$ cat src/rtl/uart_cmd_parser.sv
// rtl/uart_cmd_parser.sv - ASCII "w ADDR DATA<CR>" / "r ADDR<CR>" command parser
//
// Purpose: turns a stream of received UART bytes into single request/acknowledge
// register-bus transactions. Hex digits are accepted in either case. A malformed
// line is flagged once and then discarded up to the next CR.
//
// Ports:
//   iCLK       system clock
//   iRESETn    asynchronous active-low reset
//   iRX_VALID  one-cycle strobe, iRX_DATA holds a received byte
//   iRX_DATA   received byte
//   oREQ       request level, held until iACK is sampled
//   oREQ_WR    1 = write, 0 = read
//   oADDR      parsed address, zero-extended
//   oWDATA     parsed write data, zero-extended (0 for reads)
//   iACK       bus master accepted the request
//   oERR       one-cycle pulse on entry into the error state
//   oOVERRUN   one-cycle pulse when a byte is dropped while a request is pending
//   oBUSY      high whenever the parser is not idle

module uart_cmd_parser #(
  parameter int ADDR_W = 16,
  parameter int DATA_W = 32
) (
  input  logic              iCLK,
  input  logic              iRESETn,
  input  logic              iRX_VALID,
  input  logic [7:0]        iRX_DATA,
  output logic              oREQ,
  output logic              oREQ_WR,
  output logic [ADDR_W-1:0] oADDR,
  output logic [DATA_W-1:0] oWDATA,
  input  logic              iACK,
  output logic              oERR,
  output logic              oOVERRUN,
  output logic              oBUSY
);

  localparam int ADDR_DIGITS = ADDR_W / 4;
  localparam int DATA_DIGITS = DATA_W / 4;
  localparam int MAX_DIGITS  = (ADDR_DIGITS > DATA_DIGITS) ? ADDR_DIGITS : DATA_DIGITS;
  // One spare bit so the counter can hold MAX_DIGITS itself.
  localparam int CNT_W       = $clog2(MAX_DIGITS + 1) + 1;

  localparam logic [7:0] CH_W  = 8'h77;
  localparam logic [7:0] CH_R  = 8'h72;
  localparam logic [7:0] CH_SP = 8'h20;
  localparam logic [7:0] CH_CR = 8'h0D;
  localparam logic [7:0] CH_LF = 8'h0A;

  typedef enum logic [2:0] {
    S_IDLE,
    S_SP0,
    S_ADDR,
    S_DATA,
    S_ISSUE,
    S_ERROR
  } state_e;

  state_e             state_q, state_d;
  logic               wr_q, wr_d;
  logic [ADDR_W-1:0]  addr_q, addr_d;
  logic [DATA_W-1:0]  data_q, data_d;
  logic [CNT_W-1:0]   cnt_q, cnt_d;
  logic               err_q, err_d;
  logic               ovr_q, ovr_d;
  logic               is_hex;
  logic [3:0]         nib;

  // Returns {valid, nibble}. Letters 'A'-'F' and 'a'-'f' share low nibbles 1-6.
  function automatic logic [4:0] hex_decode(input logic [7:0] b);
    hex_decode = 5'd0;
    if (b >= 8'h30 && b <= 8'h39) begin
      hex_decode = {1'b1, b[3:0]};
    end else if ((b >= 8'h41 && b <= 8'h46) || (b >= 8'h61 && b <= 8'h66)) begin
      hex_decode = {1'b1, b[3:0] + 4'd9};
    end
  endfunction

  always_comb begin
    state_d       = state_q;
    wr_d          = wr_q;
    addr_d        = addr_q;
    data_d        = data_q;
    cnt_d         = cnt_q;
    ovr_d         = 1'b0;
    {is_hex, nib} = hex_decode(iRX_DATA);

    if (state_q == S_ISSUE) begin
      // A byte coincident with the acknowledge is still an ISSUE-state byte.
      if (iACK) state_d = S_IDLE;
      if (iRX_VALID) ovr_d = 1'b1;
    end else if (iRX_VALID) begin
      case (state_q)
        S_IDLE: begin
          if (iRX_DATA == CH_W || iRX_DATA == CH_R) begin
            state_d = S_SP0;
            wr_d    = (iRX_DATA == CH_W);
            addr_d  = '0;
            data_d  = '0;
            cnt_d   = '0;
          end else if (iRX_DATA != CH_CR && iRX_DATA != CH_LF) begin
            state_d = S_ERROR;
          end
        end
        S_SP0: begin
          state_d = (iRX_DATA == CH_SP) ? S_ADDR : S_ERROR;
        end
        S_ADDR: begin
          if (is_hex) begin
            if (cnt_q == CNT_W'(ADDR_DIGITS)) begin
              state_d = S_ERROR;
            end else begin
              addr_d = (addr_q << 4) | ADDR_W'(nib);
              cnt_d  = cnt_q + 1'b1;
            end
          end else if (iRX_DATA == CH_SP && cnt_q != '0 && wr_q) begin
            state_d = S_DATA;
            cnt_d   = '0;
          end else if (iRX_DATA == CH_CR && cnt_q != '0 && !wr_q) begin
            state_d = S_ISSUE;
          end else begin
            state_d = S_ERROR;
          end
        end
        S_DATA: begin
          if (is_hex) begin
            if (cnt_q == CNT_W'(DATA_DIGITS)) begin
              state_d = S_ERROR;
            end else begin
              data_d = (data_q << 4) | DATA_W'(nib);
              cnt_d  = cnt_q + 1'b1;
            end
          end else if (iRX_DATA == CH_CR && cnt_q != '0) begin
            state_d = S_ISSUE;
          end else begin
            state_d = S_ERROR;
          end
        end
        S_ERROR: begin
          if (iRX_DATA == CH_CR) state_d = S_IDLE;
        end
        default: state_d = S_IDLE;
      endcase
    end

    // Flag only the entry into ERROR, not bytes dropped while already there.
    err_d = (state_d == S_ERROR) && (state_q != S_ERROR);
  end

  always_ff @(posedge iCLK or negedge iRESETn) begin
    if (!iRESETn) begin
      state_q <= S_IDLE;
      wr_q    <= 1'b0;
      addr_q  <= '0;
      data_q  <= '0;
      cnt_q   <= '0;
      err_q   <= 1'b0;
      ovr_q   <= 1'b0;
    end else begin
      state_q <= state_d;
      wr_q    <= wr_d;
      addr_q  <= addr_d;
      data_q  <= data_d;
      cnt_q   <= cnt_d;
      err_q   <= err_d;
      ovr_q   <= ovr_d;
    end
  end

  assign oREQ     = (state_q == S_ISSUE);
  assign oREQ_WR  = wr_q;
  assign oADDR    = addr_q;
  assign oWDATA   = data_q;
  assign oERR     = err_q;
  assign oOVERRUN = ovr_q;
  assign oBUSY    = (state_q != S_IDLE);

endmodule

$ cat config.mk
export PLATFORM = sky130hd
export DESIGN_NAME = uart_cmd_parser
export DESIGN_NICKNAME = d
export VERILOG_FILES = /design/src/rtl/uart_cmd_parser.sv
export SDC_FILE = /design/constraint.sdc
export NUM_CORES = 1
export LEC_CHECK = 0
export ABC_AREA = 1
export CAP_MARGIN = 10
export CELL_PAD_IN_SITES_DETAIL_PLACEMENT = 0
export CELL_PAD_IN_SITES_GLOBAL_PLACEMENT = 1
export CORE_ASPECT_RATIO = 1.4
export CORE_UTILIZATION = 37
export DETAILED_ROUTE_END_ITERATION = 8
export MAX_ROUTING_LAYER = met4
export PLACE_DENSITY_LB_ADDON = 0.1
export SLEW_MARGIN = 0
export SYNTH_ARGS = -nofsm -noshare
export SYNTH_HDL_FRONTEND = slang
export SYNTH_SLANG_ARGS = --single-unit
export TNS_END_PERCENT = 30
$ cat constraint.sdc
create_clock -name iCLK -period 2.25 [get_ports iCLK]
set_input_delay 0.675 -clock iCLK [delete_from_list [all_inputs] [get_ports iCLK]]
set_output_delay 0.675 -clock iCLK [all_outputs]
set_load 0.05 [all_outputs]
==> run summary <==
pwr/cell area - 1090 nW/um2
Critical Path Slowest Stage Cell - clkdlybuf4s50_1
Clock Skews - 0.00696 ns
clock sink total - 59
post-route ant nets - 0
crit-path max cell delay - 0.82 ns
initial antenna violation count - 0
Initial Util - 38.2%
Vias - 2670
syn nets - 378
residual DRC count - 0
I/O Pins - 65
P&R area growth vs syn - 46.6%
core region area - 7750 um2
Cell Int Power - 2750 uW
power share of the combinational group - 46.4%
CTS clock-pin slew for the worst setup and hold paths - 0.07 ns
Hold Violations, Final - 0
Hold-fix buffers, CTS - 0
outcome - finished, final reports clean
average vias per placed instance - 4.71
Slew HR - 64.9%
FF-to-FF setup slack - 0.39 ns
vias in the first global route - 2653
GRT Residual Overflow - 0
RSZ-0062 raised after global routing - yes
CTS root buffer - clkbuf_8
clock power share - 23.5%
later-pin clock latency in the skew report - 0.33 ns
Leakage - 0.00224 uW
sequential power share - 30.2%
critical path's top delay family - buffers and inverters
yosys synthesis warning count - 0
share of layout cells above drive strength 1 - 20.1%
final wirelength - 7590 um
Pre-antenna DRT Iters - 5
NumNets Final - 481
kind of critical path - reg2out
Crit. End Element - output port
htree depth - 3
final setup fails - 0
Total Routing Usage GR - 20.4%
post-layout util - 56.0%
critical path data required time - 1.57 ns
ratio of final minimum period to clock period - 97.5%
Peak Freq - 0.456 GHz
Die X - 77.6 um
#FFs+latches synth - 59
MaxCap Viol Count - 0
PortBufs - 64
TritonCTS buffer count - 9
FF-to-FF Start - state_q[2]
Yosys cell types - 30
Worst EP arrival - 1.52 ns
FF-to-FF End - oWDATA[1]
R2R depth - 11
crit path buf inv count - 1
Post-Syn Area - 2960 um2
largest net degree at the start of global routing - 60
die area - 8370 um2
CP cell instances - clkdlybuf4s50_1
Final TNS setup - 0 ns
fin. max-slew vios - 0
# rows - 38
worst-margin pin slew - 0.525 ns
RD Place Congestion - 0.859
CTS tree - yes
Hold Slack - 0.324 ns
Die H - 108 um
FILL cells - 745
Iter 0 DRT Violations - 106
Clock Tree Buf Depth - 2
post-synth top area share - 49.8%
Final min period - 2.19 ns
Sw Pwr - 1980 uW
largest area contributor in the netlist - dfrtp_1
syn_area_per_cell - 8.23 um2
peak supply drop - 0.662 mV
critical path launch point type - flop
Seq/Total Area, Yosys - 49.8%
DR WL/cell - 13.4 um
Gate Count Post-Synth - 360
# diodes - 0
Crit Path Max Fanout - 3
Min-Delay Path Class - in2async
switch share - 41.9%
dpl hpwl - 5370 um
first-pass GRT wire length - 12600 um
synth top area cells - dfrtp_1 50%, nand2_1 13%, inv_1 6.6%, o22ai_1 5.5%, nand3_1 4.2%
==> power by group through the flow <==
stage               registers (uW)  logic, uW  clock network (uW)
floorplan                     2090        707                   0
global placement              1440       2110                   0
detailed placement            1440       2110                   0
CTS                           1430       2210                1140
global route                  1450       2340                1180
finish                        1430       2190                1110
==> synthesized netlist by cell type <==
master,n
o22ai_1,26
nor2_4,3
and2_4,1
o21ai_1,4
o211ai_1,1
nor2_1,25
nand4_2,1
a22oi_1,1
o2111ai_4,1
buf_6,2
o21ai_0,10
buf_2,5
nand3_1,25
nand4_1,2
ha_1,6
dfrtp_1,59
a21oi_1,5
buf_4,3
inv_1,52
a21oi_4,1
o21ai_2,2
nand2_2,4
nand2_1,106
nand2_4,2
nor3_1,3
a21boi_0,1
and2_1,1
xor2_1,2
inv_2,4
nand3_2,2
==> registers in the layout, indices dropped and copies added, names as in the netlist <==
signal / count
oWDATA: 32
oADDR: 16
cnt_q: 5
state_q: 3
oERR: 1
oOVERRUN: 1
oREQ_WR: 1
==> layer usage <==
| layer | global-route usage [%] | share of wire, % |
|---|---|---|
| met2 | 35.7 | 53 |
| met5 | - | 0 |
| met3 | 3.90 | 3.6 |
| met1 | 22.5 | 42 |
| met4 | 9.03 | 1.4 |
==> worst max-delay path by stage <==
| stage | from | to | slack [ns] | cells past startpoint |
|---|---|---|---|---|
| after global placement | iRX_DATA[1] | cnt_q[4] | -0.52 | 13 |
| final | oADDR[8] | oADDR[8] | 0.06 | 1 |
| after floorplan | iRX_DATA[0] | oADDR[10] | 0.18 | 11 |
| after detailed placement | iRX_DATA[0] | cnt_q[2] | -0.62 | 12 |
| after CTS | oADDR[3] | oADDR[3] | 0.01 | 1 |
| after global routing | iRX_DATA[4] | oERR | -0.007 | 14 |
==> layout by cell type, fill, tap and decap left out, drive strengths merged, types with 3 or more instances in the layout <==
cell           netlist  routed
ha                   6       6
dfrtp               59      59
nor2                28      28
clkdlybuf4s50        0      45
clkbuf               0      12
nand2              112     112
o21ai               16      16
nand3               27      27
nand4                3       3
inv                 56      56
o22ai               26      26
a21oi                6       6
nor3                 3       3
buf                 10      44
dlymetal6s2s         0       9
==> logic make-up after synthesis <==
| family | after synthesis | synth area share (%) |
|---|---|---|
| simple gates | 175 | 26.1 |
| buf+inv | 66 | 9.46 |
| flops | 59 | 49.8 |
| compound gates | 52 | 11.5 |
| fa+ha+maj | 6 | 2.53 |
| xor+xnor | 2 | 0.591 |
==> per-stage QoR <==
step	instances	total power (uW)	cell area [um2]	setup slack, ns
6_report	567	4730	4340	0.0562
2_1_floorplan	360	2800	2960	0.181
3_3_place_gp	548	3550	3980	-0.517
3_5_place_dp	548	3550	3980	-0.615
5_1_grt	567	4980	4340	-0.00651
4_1_cts	567	4780	4310	0.0123
==> timing repair <==
action / 4_1_cts / 5_1_grt
setup buffers: 3 / 0
endpoints found under the setup margin: 57 / 49
pin swaps: 2 / 1
gates cloned: 1 / 0
gates resized for setup: 16 / 15
==> cell type report <==
cell class / count / area, um2 / area share [%]
flip-flops and latches: 59 / 1480 / 34.0
inverters: 56 / 210 / 4.84
multi-input cells: 235 / 1260 / 29.0
repair buffers: 102 / 1050 / 24.1
well taps: 100 / 125 / 2.88
clock buffers: 11 / 151 / 3.49
clock inverters: 4 / 73.8 / 1.70
Power figures use the tool's default switching activity.
